--- config.mk ---
export PLATFORM = sky130hd
export DESIGN_NAME = rr_grant_arbiter_4
export DESIGN_NICKNAME = d
export VERILOG_FILES = /design/src/rtl/rr_grant_arbiter_4.sv
export SDC_FILE = /design/constraint.sdc
export NUM_CORES = 1
export LEC_CHECK = 0
export ABC_AREA = 1
export CORE_MARGIN = 2
export CORE_UTILIZATION = 30
export CTS_CLUSTER_SIZE = 40
export DETAILED_ROUTE_END_ITERATION = 7
export PLACE_DENSITY_LB_ADDON = 0.3
export SLEW_MARGIN = 20
export SYNTH_ARGS = -nofsm -noshare
export SYNTH_HDL_FRONTEND = slang
export SYNTH_SLANG_ARGS = --single-unit
--- constraint.sdc ---
create_clock -name clk_i -period 3.6 [get_ports clk_i]
set_input_delay 0.54 -clock clk_i [delete_from_list [all_inputs] [get_ports clk_i]]
set_output_delay 0.54 -clock clk_i [all_outputs]
set_load 0.005 [all_outputs]
--- src/rtl/rr_grant_arbiter_4.sv ---
// rr_grant_arbiter_4: four-client round-robin arbiter with a bounded hold time.
// The winner is registered as a 2-bit index and also presented as a one-hot
// grant vector, so it can drive one-hot select lines directly.
// Ports:
//   clk_i          rising-edge clock
//   rst_i          synchronous active-high reset
//   en_i           arbitration enable; low forces release of any grant
//   req_i[3:0]     request vector, bit i = client i
//   grant_o[3:0]   registered one-hot grant, 0000 when nobody owns the resource
//   grant_idx_o    registered owner index, meaningful only while grant_valid_o=1
//   grant_valid_o  registered, high while a grant is active
module rr_grant_arbiter_4 #(
  parameter int unsigned MAX_HOLD = 4
) (
  input  logic       clk_i,
  input  logic       rst_i,
  input  logic       en_i,
  input  logic [3:0] req_i,
  output logic [3:0] grant_o,
  output logic [1:0] grant_idx_o,
  output logic       grant_valid_o
);

  localparam int unsigned N_REQ = 4;
  localparam int unsigned IDX_W = 2;
  localparam int unsigned CNT_W = $clog2(MAX_HOLD + 1);
  localparam logic [CNT_W-1:0] HOLD_MAX = CNT_W'(MAX_HOLD);
  localparam logic [CNT_W-1:0] HOLD_ONE = CNT_W'(1);

  typedef enum logic {
    ST_IDLE  = 1'b0,
    ST_GRANT = 1'b1
  } state_e;

  // 2-to-4 decode of an owner index into a one-hot select.
  function automatic logic [N_REQ-1:0] dec2to4(input logic [IDX_W-1:0] idx);
    logic [N_REQ-1:0] oh;
    oh      = '0;
    oh[idx] = 1'b1;
    return oh;
  endfunction

  // Round-robin search starting just after 'base': returns {found, index}.
  // Candidates are visited last-priority first so the highest-priority hit
  // overwrites earlier ones.
  function automatic logic [IDX_W:0] rr_pick(input logic [N_REQ-1:0] mask,
                                             input logic [IDX_W-1:0] base);
    logic [IDX_W:0]   res;
    logic [IDX_W-1:0] cand;
    res = '0;
    for (int k = N_REQ; k >= 1; k--) begin
      cand = IDX_W'(base + IDX_W'(k));
      if (mask[cand]) begin
        res = {1'b1, cand};
      end
    end
    return res;
  endfunction

  state_e           state_q, state_d;
  logic [IDX_W-1:0] grant_idx_q, grant_idx_d;
  logic             grant_valid_q, grant_valid_d;
  logic [N_REQ-1:0] grant_q, grant_d;
  logic [CNT_W-1:0] hold_cnt_q, hold_cnt_d;
  logic [IDX_W-1:0] last_q, last_d;

  logic [IDX_W:0]   pick_all_c;
  logic [IDX_W:0]   pick_oth_c;
  logic [N_REQ-1:0] others_c;
  logic             release_c;

  // Search results: from idle over all requests; while granted, over the others.
  always_comb begin
    others_c   = req_i & ~dec2to4(grant_idx_q);
    pick_all_c = rr_pick(req_i, last_q);
    pick_oth_c = rr_pick(others_c, grant_idx_q);
    release_c  = !en_i
               || !req_i[grant_idx_q]
               || ((hold_cnt_q == HOLD_MAX) && (|others_c));
  end

  // Next-state and next-output logic.
  always_comb begin
    state_d       = state_q;
    grant_idx_d   = grant_idx_q;
    grant_valid_d = grant_valid_q;
    hold_cnt_d    = hold_cnt_q;
    last_d        = last_q;

    unique case (state_q)
      ST_IDLE: begin
        if (en_i && pick_all_c[IDX_W]) begin
          state_d       = ST_GRANT;
          grant_idx_d   = pick_all_c[IDX_W-1:0];
          grant_valid_d = 1'b1;
          hold_cnt_d    = HOLD_ONE;
          last_d        = pick_all_c[IDX_W-1:0];
        end
      end

      ST_GRANT: begin
        if (release_c) begin
          if (en_i && pick_oth_c[IDX_W]) begin
            // Hand over directly to the next client without an idle bubble.
            grant_idx_d   = pick_oth_c[IDX_W-1:0];
            grant_valid_d = 1'b1;
            hold_cnt_d    = HOLD_ONE;
            last_d        = pick_oth_c[IDX_W-1:0];
          end else begin
            // Pointer (last) is retained so fairness survives an idle period.
            state_d       = ST_IDLE;
            grant_valid_d = 1'b0;
            hold_cnt_d    = '0;
          end
        end else if (hold_cnt_q != HOLD_MAX) begin
          hold_cnt_d = hold_cnt_q + HOLD_ONE;
        end
      end

      default: begin
        state_d       = ST_IDLE;
        grant_valid_d = 1'b0;
        hold_cnt_d    = '0;
      end
    endcase

    grant_d = grant_valid_d ? dec2to4(grant_idx_d) : '0;
  end

  // State and output registers; last resets to 3 so client 0 is searched first.
  always_ff @(posedge clk_i) begin
    if (rst_i) begin
      state_q       <= ST_IDLE;
      grant_idx_q   <= '0;
      grant_valid_q <= 1'b0;
      grant_q       <= '0;
      hold_cnt_q    <= '0;
      last_q        <= IDX_W'(N_REQ - 1);
    end else begin
      state_q       <= state_d;
      grant_idx_q   <= grant_idx_d;
      grant_valid_q <= grant_valid_d;
      grant_q       <= grant_d;
      hold_cnt_q    <= hold_cnt_d;
      last_q        <= last_d;
    end
  end

  // Grant vector must stay consistent with the encoded owner.
  always_ff @(posedge clk_i) begin
    if (!rst_i) begin
      assert ($onehot0(grant_q));
      assert (grant_q == (grant_valid_q ? dec2to4(grant_idx_q) : 4'b0000));
    end
  end

  assign grant_o       = grant_q;
  assign grant_idx_o   = grant_idx_q;
  assign grant_valid_o = grant_valid_q;

endmodule

# After elaboration in Yosys (flattened, before gate mapping)
# Index checks and enable logic that the tools add are counted.
# word_totals
word_cells	97
ff_bits	13
# op_classes
magnitude_cmp	11
n_eq_ne	6
n_addsub	7
reduce_logical	13
bitwise	4
n_mux	50
# ops
cell	count
3-bit 2-to-1 mux	11
2-bit by 3-bit < comparator with 1-bit output, second input constant	9
1-bit binary-select mux with 2-bit select	9
1-bit 2-to-1 mux	17
2-bit 2-to-1 mux	6
2-bit adder, second input constant	4
2-bit case mux with 2 select lines	2
3-bit case mux with 2 select lines	1
1-bit logical AND	5
2-bit by 1-bit adder with 2-bit output, second input constant	2
4-bit AND	1
1-bit demux with 2-bit select	2
2-bit by 1-bit greater-or-equal comparator with 1-bit output, second input constant	2
2-bit by 1-bit inequality test with 1-bit output, second input constant	2
4-bit inverter	1
1-bit case mux with 2 select lines	2
4-bit OR reduction	1
3-bit by 1-bit adder with 3-bit output, second input constant	1
3-bit equality test, second input constant	1
3-bit by 1-bit inequality test with 1-bit output, second input constant	1
3-bit inequality test, second input constant	1
3-bit AND reduction	1
1-bit logical NOT	2
1-bit logical OR	2
other kinds (4)	5

# Logic depth before layout (Yosys ltp)
# depth
depth_word	20
ltp_mapped	16
depth_no_buf	15

# Worst setup path after synthesis
# OpenSTA, ideal clock, no wires.
# synth_path
path_type	reg-to-reg
from	reg grant_idx_q[0] (netlist: grant_idx_o[0])
to	reg grant_q[1] (netlist: grant_o[1])
t_arrival_ps	1618
setup_ps	116
path_slack_ps	1866
stages_incl_launch_ff	16
t_required_ps	3484
period_less_slack_ps	1734
cell_sequence	dfxtp_1 > buf_6 > inv_6 > ha_1 > inv_1 > nand3_1 > nand2_2 > inv_1 > nand3_2 > nand2_1 > inv_2 > nand3_4 > nand3_1 > nand2_1 > nor2_1 > nor2_1
# synth_via
elab_chain_len	20
elab_cells_between_ends	44
# synth_lines
item	line_no	source
start: declaration	61	logic [IDX_W-1:0] grant_idx_q, grant_idx_d;
start signal: assignment	141	grant_idx_q <= grant_idx_d;
2-bit by 3-bit < comparator with 1-bit output (not written as such) / 2-bit by 1-bit greater-or-equal comparator with 1-bit output (equally long branches)	39	oh[idx] = 1'b1;
1-bit logical AND (not written as such)	39	
1-bit 2-to-1 mux (not written as such)	39	
1-bit demux with 2-bit select	39	
4-bit inverter	74	others_c = req_i & ~dec2to4(grant_idx_q);
4-bit AND	74	
1-bit binary-select mux with 2-bit select	53	if (mask[cand]) begin
1-bit 2-to-1 mux (not written as such)	53	
3-bit 2-to-1 mux (4 in series)	53	
1-bit logical AND	103	if (en_i && pick_oth_c[IDX_W]) begin
2-bit 2-to-1 mux	103	
2-bit 2-to-1 mux	102	if (release_c) begin
2-bit case mux with 2 select lines	90	unique case (state_q)
2-bit by 3-bit < comparator with 1-bit output (not written as such) / 2-bit by 1-bit greater-or-equal comparator with 1-bit output (equally long branches)	39	
1-bit logical AND (not written as such)	39	
1-bit 2-to-1 mux (not written as such)	39	
1-bit demux with 2-bit select	39	
end signal: assignment	143	grant_q <= grant_d;
end: declaration	63	logic [N_REQ-1:0] grant_q, grant_d;
# Several ways; a longest one is shown, not always the timed one. The select of a mux whose other input is x is not followed.
# A chain may end at the register's enable or synchronous reset.

# Final worst setup path
# layout_path
from	reg grant_idx_q[0] (netlist: grant_idx_o[0])
to	reg grant_q[3] (netlist: grant_o[3])
# Same word-level chain as after synthesis.

==> flow_summary.ini <==
[outcome]
status = finished clean

[worst_setup_path]
cp_cell_sequence = inv_6 -> ha_1 -> inv_1 -> nand3_1 -> nand2_2 -> inv_1 -> nand3_2 -> nand2_1 -> inv_2 -> nand3_4 -> nand3_1 -> nand2_1 -> nor2_1 -> nor2_1
crit_path_end_kind = flop
max_stage_delay_ps = 690
path_max_fanout = 13
arrival_ps = 2280
critPathSlowestCell = dfxtp_1
critical_path_class = flop to flop
startpoint_type = flop
crit_required_ps = 3730

[layout]
diodes = 0
drive_gt1_share_pct = 13.9
syn_to_final_growth_pct = 16.7
regArea_um2 = 260
final_nets = 237
final_area_um2 = 1450
fillers = 424
multi_input_area_um2 = 846

[drt]
drt_iter0_drc = 42
wl_per_cell_um = 10.2
totalWireLength_um = 2780
drc = 0
dr_total_vias = 1233
vias_per_cell = 4.52
detail-route-antenna-nets = 0
drt_first_pass_iters = 4

[cts]
ctsResizeCount = 0
clock_path_buffers = 2
cts_max_level = 1
worstSkewPairLatency_ps = 240
cts.sinks = 13
cts_setup_buffers = 0
cts_hold_buf = 0
cts_root_buf = clkbuf_8
cts.clk_slew.worst_paths_ps = 50
cts_buffers = 3
cts_tree = built

[timing]
timing.slew.headroom_pct = 61.0
tns_ps = 0
min_period_ps = 2150
setup_violations = 0
hold_viol = 0
drv_slew = 0
post-route-period-util_pct = 59.7
fmax_mhz = 465
tightest_slew_ps = 584
rsz0062_at_grt = false
fin_worst_skew_ps = 2.72

[logic_synthesis]
synthMostInstantiatedCell = nand2_1
yosysTopAreaCell = nand2_1
synth_flop_cell = dfxtp_1
ys_seq_area_share_pct = 20.9
ys_ff_latch = 13
synthTopCellsByArea = nand2_1 24%, dfxtp_1 21%, nand3_1 10%, ha_1 6.0%, inv_1 5.4%
avgSynthCellArea_um2 = 5.96
synth_cell_types = 26
synth_edf_count = 0
syn_area_um2 = 1240
synth_fp_nets = 222
ys_warn_count = 0
synth_top_area_share_pct = 24.4
syn_inst = 209
async_flop_share_pct = 0
netlist_top_cells_count = 81 x nand2_1, 25 x nand3_1, 18 x inv_1

[power_and_ir_drop]
p_leak_nw = 0.731
pwr_density_cell_nw_per_um2 = 763
ir_drop_uv = 284

[placed_design]
post_dp_cell_area_um2 = 1410
numPortBuffers = 13
hpwl_um = 2270
gp_congestion = 0.838

[floorplan]
die_x_um = 68.4
rows = 23
initial_core_util_pct = 31.1
dieArea_um2 = 4680
fp.dieH_um = 68.4
fp.coreArea_um2 = 4000
io_pins = 14

[global_routing]
grtUsageTotal_pct = 12.9
grt_pass1_vias = 1045
gr-total-overflow = 0
grt_pass1_wl_um = 4640
antenna_found_initial = 0
grt_max_degree = 14

[worst_hold_path]
hold_class = flop to flop

[job]
max-cap-violations = 0
registers in the layout, summed over array words and instances (netlist names):
register	count
grant_idx_o	2
grant_o	4
grant_valid_o	1
hold_cnt_q	3
last_q	2
state_q	1
placed cells by master, fill, tap and decap left out:
| cell | instances |
|---|---|
| clkbuf_1 | 1 |
| xnor2_1 | 1 |
| clkbuf_8 | 3 |
| o211ai_1 | 2 |
| nor2_2 | 2 |
| nand2_1 | 81 |
| clkdlybuf4s50_1 | 13 |
| o21bai_1 | 2 |
| nand3b_1 | 2 |
| nand3_4 | 3 |
| nor2_1 | 17 |
| o21ai_1 | 3 |
| nand3_1 | 25 |
| o21ai_2 | 1 |
| nand3_2 | 2 |
| nor3_1 | 2 |
| inv_1 | 18 |
| a21oi_1 | 4 |
| ha_1 | 6 |
| nand2_2 | 10 |
| dfxtp_1 | 13 |
| o21ai_0 | 1 |
| inv_4 | 1 |
| nand4_1 | 1 |
| inv_2 | 7 |
| inv_6 | 1 |
| nor2_4 | 1 |
cell type report:
cell class | count | share of cell area [%]
clock buffers | 4 | 3.10
inverters | 27 | 7.49
multi-input cells | 166 | 58.2
flip-flops and latches | 13 | 17.9
well taps | 50 | 4.31
repair buffers | 13 | 8.96
through the flow:
| stage | setup slack [ps] | util (%) | hold WS (ps) | instances | total power [W] |
|---|---|---|---|---|---|
| 2_1_floorplan | 1870 | - | 451 | 209 | 0.000825 |
| 3_3_place_gp | 1280 | 35.2 | 473 | 269 | 0.000987 |
| 3_5_place_dp | 1290 | 35.2 | 478 | 269 | 0.000986 |
| 4_1_cts | 1420 | 36.3 | 484 | 273 | 0.00112 |
| 5_1_grt | 1220 | 36.3 | 530 | 273 | 0.00124 |
| 6_report | 1450 | 36.3 | 481 | 273 | 0.00111 |
worst paths after layout:
path	from	endpoint	slack (ps)	depth (start not counted)
max	grant_idx_o[0]	grant_o[3]	1450	14
min	hold_cnt_q[1]	hold_cnt_q[1]	480	2
max reg2reg	grant_idx_o[0]	grant_o[3]	1450	14
min reg2reg	hold_cnt_q[1]	hold_cnt_q[1]	480	2
routing by layer:
layer	vias up	track usage, %	share of wire (%)
met2	9	21.2	47
met4	0	2.00	0.29
li1	687	-	-
met3	2	3.45	2.6
met1	535	17.2	50
met5	-	0	0
worst max-delay path: cells and delay by family (launching register included):
kind / cells / cell delay, ps
DFF: 1 / 690
and+or+nand+nor: 9 / 830
adders and majority gates: 1 / 210
buffers and inverters: 4 / 300
kinds of logic after synthesis:
kind of cell             share of synthesized area, %
AND/OR/NAND/NOR                                  54.9
buffers and inverters                            11.2
AO/OA/AOI/OAI                                    6.33
flip-flops                                       20.9
adder cells (fa/ha/maj)                          6.03
XOR/XNOR                                        0.704
where the power goes:
part | internal [W] | switching (W) | leakage (nW) | total [W]
Clock | 0.0000781 | 0.0000499 | 0.0228 | 0.000128
Sequential | 0.000187 | 0.0000739 | 0.107 | 0.000261
Combinational | 0.000273 | 0.000447 | 0.602 | 0.000720
Note: power is estimated with default switching activity, not from simulation.
